===== src/rtl/pll_clock_divider_if.sv =====
// Control and status bundle for the PLL c0 clock divider.
// The controller drives clkena and observes the divided clock and lock status.
interface pll_clock_divider_if;
    logic clkena;
    logic c0;
    logic locked;

    modport master (
        output clkena,
        input  c0,
        input  locked
    );

    modport slave (
        input  clkena,
        output c0,
        output locked
    );
endinterface


===== src/rtl/pll_clock_divider.sv =====
// Integer clock divider with programmable high time, phase offset and a lock indicator.
// c0 is registered, so it is glitch-free, and it stays low until the block has locked.
module pll_clock_divider #(
    parameter int unsigned DIV_RATIO    = 2,
    parameter int unsigned HIGH_CYCLES  = 1,
    parameter int unsigned PHASE_CYCLES = 0,
    parameter int unsigned LOCK_CYCLES  = 64
) (
    input  logic                 clk,
    input  logic                 areset_n,
    pll_clock_divider_if.slave   bus
);

    if (DIV_RATIO < 2 || DIV_RATIO > 1024) begin : g_bad_div
        $fatal(1, "pll_clock_divider: DIV_RATIO %0d outside 2..1024", DIV_RATIO);
    end
    if (HIGH_CYCLES < 1 || HIGH_CYCLES > DIV_RATIO - 1) begin : g_bad_high
        $fatal(1, "pll_clock_divider: HIGH_CYCLES %0d outside 1..DIV_RATIO-1", HIGH_CYCLES);
    end
    if (PHASE_CYCLES > DIV_RATIO - 1) begin : g_bad_phase
        $fatal(1, "pll_clock_divider: PHASE_CYCLES %0d outside 0..DIV_RATIO-1", PHASE_CYCLES);
    end
    if (LOCK_CYCLES < 1 || LOCK_CYCLES > 65535) begin : g_bad_lock
        $fatal(1, "pll_clock_divider: LOCK_CYCLES %0d outside 1..65535", LOCK_CYCLES);
    end

    localparam int unsigned LockW  = $clog2(LOCK_CYCLES + 1);
    localparam int unsigned PhaseW = $clog2(DIV_RATIO);
    // One extra bit so the modulo subtraction never wraps inside the slot arithmetic.
    localparam int unsigned SlotW  = PhaseW + 1;

    localparam logic [LockW-1:0]  LockMax  = LockW'(LOCK_CYCLES);
    localparam logic [PhaseW-1:0] PhaseMax = PhaseW'(DIV_RATIO - 1);
    localparam logic [SlotW-1:0]  SlotDiv  = SlotW'(DIV_RATIO);
    localparam logic [SlotW-1:0]  SlotLast = SlotW'(DIV_RATIO - 1);
    localparam logic [SlotW-1:0]  SlotOff  = SlotW'(PHASE_CYCLES);
    localparam logic [SlotW-1:0]  SlotHigh = SlotW'(HIGH_CYCLES);

    logic [LockW-1:0]  lock_cnt_q,  lock_cnt_d;
    logic              locked_q,    locked_d;
    logic [PhaseW-1:0] phase_cnt_q, phase_cnt_d;
    logic              en_q,        en_d;
    logic              c0_q,        c0_d;
    logic [SlotW-1:0]  phase_ext;
    logic [SlotW-1:0]  slot;

    always_comb begin
        phase_ext = {1'b0, phase_cnt_q};
        if (phase_ext >= SlotOff) begin
            slot = phase_ext - SlotOff;
        end else begin
            slot = phase_ext + SlotDiv - SlotOff;
        end
    end

    always_comb begin
        lock_cnt_d  = lock_cnt_q;
        locked_d    = locked_q;
        phase_cnt_d = '0;
        en_d        = en_q;

        if (lock_cnt_q < LockMax) begin
            lock_cnt_d = lock_cnt_q + LockW'(1);
        end
        if (lock_cnt_d == LockMax) begin
            locked_d = 1'b1;
        end

        if (locked_q) begin
            phase_cnt_d = (phase_cnt_q == PhaseMax) ? '0 : phase_cnt_q + PhaseW'(1);
        end

        // Once locked, enable changes only land on the last slot of a period.
        if (!locked_q || slot == SlotLast) begin
            en_d = bus.clkena;
        end

        c0_d = locked_q & en_q & (slot < SlotHigh);
    end

    always_ff @(posedge clk or negedge areset_n) begin
        if (!areset_n) begin
            lock_cnt_q  <= '0;
            locked_q    <= 1'b0;
            phase_cnt_q <= '0;
            en_q        <= 1'b0;
            c0_q        <= 1'b0;
        end else begin
            lock_cnt_q  <= lock_cnt_d;
            locked_q    <= locked_d;
            phase_cnt_q <= phase_cnt_d;
            en_q        <= en_d;
            c0_q        <= c0_d;
        end
    end

    assign bus.c0     = c0_q;
    assign bus.locked = locked_q;

endmodule


===== src/flat_wrapper.sv =====
// flat-port wrapper written by rule: the top's interface ports become plain ports
module pll_clock_divider_flat 
#(
    parameter int unsigned DIV_RATIO    = 2,
    parameter int unsigned HIGH_CYCLES  = 1,
    parameter int unsigned PHASE_CYCLES = 0,
    parameter int unsigned LOCK_CYCLES  = 64
)
  (clk, areset_n, bus_clkena, bus_c0, bus_locked);
  pll_clock_divider_if bus_i ();
  input  logic clk;
  input  logic areset_n;
  input wire logic [$bits(bus_i.clkena)-1:0] bus_clkena;
  output wire logic [$bits(bus_i.c0)-1:0] bus_c0;
  output wire logic [$bits(bus_i.locked)-1:0] bus_locked;
  assign bus_i.clkena = bus_clkena;
  assign bus_c0 = bus_i.c0;
  assign bus_locked = bus_i.locked;
  pll_clock_divider #(.DIV_RATIO(DIV_RATIO), .HIGH_CYCLES(HIGH_CYCLES), .PHASE_CYCLES(PHASE_CYCLES), .LOCK_CYCLES(LOCK_CYCLES)) u_core (.clk(clk), .areset_n(areset_n), .bus(bus_i));
endmodule

===== config.mk =====
export PLATFORM = sky130hd
export DESIGN_NAME = pll_clock_divider_flat
export DESIGN_NICKNAME = d
export VERILOG_FILES = /design/src/rtl/pll_clock_divider_if.sv /design/src/rtl/pll_clock_divider.sv /design/src/flat_wrapper.sv
export SDC_FILE = /design/constraint.sdc
export NUM_CORES = 1
export LEC_CHECK = 0
export ABC_AREA = 1
export CAP_MARGIN = 0
export CORE_AREA = 3 3 40 42
export DETAILED_ROUTE_END_ITERATION = 7
export DIE_AREA = 0 0 43 45
export HOLD_SLACK_MARGIN = 0.06
export MAX_ROUTING_LAYER = met4
export SLEW_MARGIN = 40
export SYNTH_ARGS = -nofsm -noshare
export SYNTH_HDL_FRONTEND = slang
export SYNTH_SLANG_ARGS = --single-unit

===== constraint.sdc =====
create_clock -name clk -period 1.65 [get_ports clk]
set_input_delay 0.495 -clock clk [delete_from_list [all_inputs] [get_ports clk]]
set_output_delay 0.495 -clock clk [all_outputs]
set_load 0.02 [all_outputs]

==> impl_metrics.prom <==
# TYPE chip_impl_metric gauge
chip_impl_info{name="worst_setup_path_class",value="flip-flop to output pin"} 1
chip_impl_metric{name="dp_hpwl",unit="um"} 654
chip_impl_metric{name="total_buffers_and_inverters_traversed_by_the_critical_path",unit=""} 1
chip_impl_info{name="worst_setup_path_endpoint",value="bus_locked"} 1
chip_impl_metric{name="drtPass1Iterations",unit=""} 4
chip_impl_metric{name="finalCritPeriodShare",unit=""} 0.880
chip_impl_metric{name="leakage",unit="uW"} 0.000360
chip_impl_info{name="crit-reg2reg-launch",value="u_core.lock_cnt_q[0]$_DFF_PN0_"} 1
chip_impl_metric{name="place_area",unit="um2"} 592
chip_impl_metric{name="avgSynthCellArea",unit="um2"} 8.08
chip_impl_metric{name="globalRouteOverflowTotal",unit=""} 0
chip_impl_metric{name="ff2ff_setup_slack",unit="ns"} 0.29
chip_impl_metric{name="synth-seq-cells",unit=""} 11
chip_impl_info{name="clockRootBuffer",value="sky130_fd_sc_hd__clkbuf_4"} 1
chip_impl_metric{name="cts-resized-gates",unit=""} 2
chip_impl_info{name="ys.flop_type",value="sky130_fd_sc_hd__dfrtp_1"} 1
chip_impl_metric{name="synthArstFlopShare",unit=""} 1.00
chip_impl_metric{name="final_cell_area",unit="um2"} 616
chip_impl_metric{name="post-cts-setup-buffer-count",unit=""} 0
chip_impl_metric{name="grt_usage",unit=""} 0.105
chip_impl_metric{name="fin_worst_skew",unit="ns"} 0.00305
chip_impl_metric{name="p_per_area",unit="nW/um2"} 738
chip_impl_metric{name="post_synth_inst_count",unit=""} 66
chip_impl_metric{name="switching_power",unit="uW"} 85.5
chip_impl_metric{name="routed_via_density",unit=""} 4.37
chip_impl_info{name="end_kind",value="output pin"} 1
chip_impl_metric{name="routed_wire_length_per_instance",unit="um"} 8.88
chip_impl_metric{name="mappedNetlistArea",unit="um2"} 533
chip_impl_metric{name="cap_viol_max_count",unit=""} 0
chip_impl_metric{name="antenna_found_initial",unit=""} 0
chip_impl_metric{name="headroom_to_the_max_slew_limit",unit=""} 0.679
chip_impl_metric{name="number_of_cells_after_detailed_placement",unit=""} 85
chip_impl_info{name="critical_path.startpoint_type",value="flip-flop"} 1
chip_impl_metric{name="syn_nets",unit=""} 70
chip_impl_metric{name="std_cell_rows",unit=""} 13
chip_impl_metric{name="grt_pass1_wl",unit="mm"} 1.40
chip_impl_info{name="yosysMostFrequentCell",value="sky130_fd_sc_hd__nand2_1"} 1
chip_impl_metric{name="critPathMaxStageDelay",unit="ns"} 0.38
chip_impl_metric{name="initial_cell_density_of_the_core",unit=""} 0.415
chip_impl_metric{name="maxSlewViolCount",unit=""} 0
chip_impl_info{name="ys_top_cells_by_area",value="sky130_fd_sc_hd__dfrtp_1 (52%), sky130_fd_sc_hd__nand2_1 (15%), sky130_fd_sc_hd__inv_1 (9.2%)"} 1
chip_impl_metric{name="insertion_delay",unit="ns"} 0.26
chip_impl_metric{name="synth_cell_type_count",unit=""} 15
chip_impl_metric{name="post_layout_cell_count",unit=""} 89
chip_impl_metric{name="dr_total_vias",unit=""} 389
chip_impl_info{name="critical_path.reg2reg.endpoint",value="u_core.bus.locked$_DFFE_PN0N_"} 1
chip_impl_metric{name="max_freq",unit="GHz"} 0.689
chip_impl_metric{name="synth_enable_flop_cells",unit=""} 0
chip_impl_metric{name="ctsHoldBuffers",unit=""} 0
chip_impl_metric{name="combinationalPowerShare",unit=""} 0.022
chip_impl_metric{name="final.min_clock_period",unit="ns"} 1.45
chip_impl_metric{name="synth_largest_type_area_fraction",unit=""} 0.516
chip_impl_metric{name="holdWs",unit="ns"} 0.443
chip_impl_metric{name="drt_first_iter_violations",unit=""} 3
chip_impl_metric{name="core_area",unit="um2"} 1280
chip_impl_info{name="timing.critical_path.cells",value="dlygate4sd2_1"} 1
chip_impl_metric{name="setup_viol",unit=""} 0
chip_impl_metric{name="cts.sink_count",unit=""} 11
chip_impl_metric{name="worstPathMaxFanout",unit=""} 2
chip_impl_metric{name="htree_num_levels",unit=""} 1
chip_impl_metric{name="largest_net_degree_at_the_start_of_global_routing",unit=""} 12
chip_impl_metric{name="clk_path_buf_depth",unit=""} 2
chip_impl_metric{name="numPortBuffers",unit=""} 4
chip_impl_metric{name="height_of_the_die",unit="um"} 45
chip_impl_metric{name="vdd.ir_drop.worst",unit="mV"} 0.463
chip_impl_metric{name="wl",unit="um"} 790
chip_impl_metric{name="antenna_cells_inserted",unit=""} 0
chip_impl_metric{name="seq_power_share",unit=""} 0.597
chip_impl_metric{name="area_delta_synth_final",unit="%"} 15.5
chip_impl_metric{name="worst_path_clk_slew",unit="ns"} 0.06
chip_impl_metric{name="yosys_warnings",unit=""} 0
chip_impl_info{name="result_of_the_run",value="complete, no violations"} 1
chip_impl_metric{name="critical_path_cell_count",unit=""} 1
chip_impl_info{name="worst_hold_path_type",value="flip-flop to flip-flop"} 1
chip_impl_metric{name="switching_share",unit=""} 0.188
chip_impl_metric{name="timing.critical_path.required",unit="ns"} 1.15
chip_impl_metric{name="gpl.final_weighted_congestion",unit=""} 0.704
chip_impl_metric{name="finalHoldViolations",unit=""} 0
chip_impl_metric{name="nets",unit=""} 79
chip_impl_metric{name="die-width",unit="um"} 43
chip_impl_info{name="netlist_top_cells_count",value="sky130_fd_sc_hd__nand2_1 (21), sky130_fd_sc_hd__inv_1 (13), sky130_fd_sc_hd__dfrtp_1 (11), sky130_fd_sc_hd__nand2_2 (4)"} 1
chip_impl_info{name="timing.critical_path.from",value="u_core.bus.locked$_DFFE_PN0N_"} 1
chip_impl_metric{name="drive_above_1_share",unit=""} 0.189
chip_impl_info{name="worst_path_max_delay_cell",value="sky130_fd_sc_hd__dfrtp_1"} 1
chip_impl_metric{name="timing.critical_path.arrival",unit="ns"} 0.96
chip_impl_metric{name="synth_sequential_area_ratio",unit=""} 0.516
chip_impl_metric{name="clockPowerShare",unit=""} 0.380
chip_impl_metric{name="detail-route-antenna-nets",unit=""} 0
chip_impl_metric{name="inserted_clock_buffers",unit=""} 3
chip_impl_metric{name="reg2reg_depth",unit=""} 10
chip_impl_info{name="critical_path.top_delay_family",value="flip-flops"} 1
chip_impl_metric{name="detail_route.drc_violations",unit=""} 0
chip_impl_metric{name="setup-tns-final",unit="ns"} 0
chip_impl_metric{name="internal-power",unit="uW"} 369
chip_impl_metric{name="timing_worst_slew_pin_value",unit="ns"} 0.480
chip_impl_metric{name="io-pin-count",unit=""} 5
chip_impl_metric{name="fp.dieArea",unit="um2"} 1940
chip_impl_info{name="synth_top_cell_by_area",value="sky130_fd_sc_hd__dfrtp_1"} 1
chip_impl_metric{name="first_global_vias",unit=""} 375
chip_impl_info{name="setup_repair_after_global_routing_missed_its_margin",value="no"} 1
chip_impl_info{name="clock_tree_from_tritoncts",value="yes"} 1
[layer usage]
| layer | global-route usage | vias up | part of all wire |
|---|---|---|---|
| met4 | 0.108 | 0 | 0.011 |
| li1 | - | 211 | - |
| met5 | - | - | 0 |
| met2 | 0.159 | 4 | 0.50 |
| met3 | 0.0120 | 2 | 0.025 |
| met1 | 0.118 | 172 | 0.46 |
[cell families (layout without fill, tap and decap cells)]
kind of cell,after synthesis,in the layout,share of synthesized area
buf+inv,16,24,0.113
compound gates,3,3,0.0329
flops,11,11,0.516
simple gates,35,35,0.315
fa+ha+maj,1,1,0.0235
[state kept, by name, summed over array words and instances, names as in the netlist]
name / flops
u_core.bus.c0: 1
u_core.bus.locked: 1
u_core.en_q: 1
u_core.lock_cnt_q: 7
u_core.phase_cnt_q: 1
[final cells by class]
| cell class | instances | area, um2 |
|---|---|---|
| fill | 124 | 669 |
| sequential | 11 | 275 |
| multi-input combinational | 39 | 198 |
| inverter | 16 | 60.1 |
| timing repair buffer | 4 | 37.5 |
| clock buffer | 4 | 26.3 |
| tap | 15 | 18.8 |
[stage by stage]
step / power [uW] / util / worst slack (ns)
after floorplan: 277 / - / 0.390
after global placement: 287 / 0.461 / 0.225
after detailed placement: 287 / 0.461 / 0.229
after CTS: 464 / 0.479 / 0.183
after global routing: 473 / 0.479 / 0.108
final: 454 / 0.479 / 0.198
[power by group through the flow]
stage / sequential [uW] / clock [uW] / combinational (uW)
2_1_floorplan: 276 / 0 / 0.861
3_3_place_gp: 276 / 0 / 10.4
3_5_place_dp: 276 / 0 / 10.5
4_1_cts: 271 / 182 / 10.7
5_1_grt: 271 / 190 / 11.6
6_report: 271 / 173 / 10.2
[worst min path at each step]
stage / start / to / slack [ns] / depth (start not counted)
2_1_floorplan: areset_n / u_core.bus.c0$_DFF_PN0_ / 0.20 / 0
3_3_place_gp: u_core.phase_cnt_q$_DFF_PN0_ / u_core.phase_cnt_q$_DFF_PN0_ / 0.43 / 1
3_5_place_dp: u_core.phase_cnt_q$_DFF_PN0_ / u_core.phase_cnt_q$_DFF_PN0_ / 0.44 / 1
4_1_cts: u_core.phase_cnt_q$_DFF_PN0_ / u_core.phase_cnt_q$_DFF_PN0_ / 0.45 / 1
5_1_grt: u_core.en_q$_DFFE_PN0N_ / u_core.bus.c0$_DFF_PN0_ / 0.50 / 2
6_report: u_core.phase_cnt_q$_DFF_PN0_ / u_core.phase_cnt_q$_DFF_PN0_ / 0.44 / 1
[layout by cell type, fill, tap and decap left out, types with 2 or more instances in the layout]
cell type and instances:
sky130_fd_sc_hd__nand2_1 21, sky130_fd_sc_hd__inv_1 13, sky130_fd_sc_hd__dfrtp_1 11, sky130_fd_sc_hd__nand2_2 4, sky130_fd_sc_hd__inv_2 3, sky130_fd_sc_hd__nand3_1 3, sky130_fd_sc_hd__clkbuf_4 3, sky130_fd_sc_hd__nor2_2 2
sky130_fd_sc_hd__nor2_1 2, sky130_fd_sc_hd__clkdlybuf4s50_1 2, sky130_fd_sc_hd__dlygate4sd2_1 2
(Power assumes the default switching activity.)
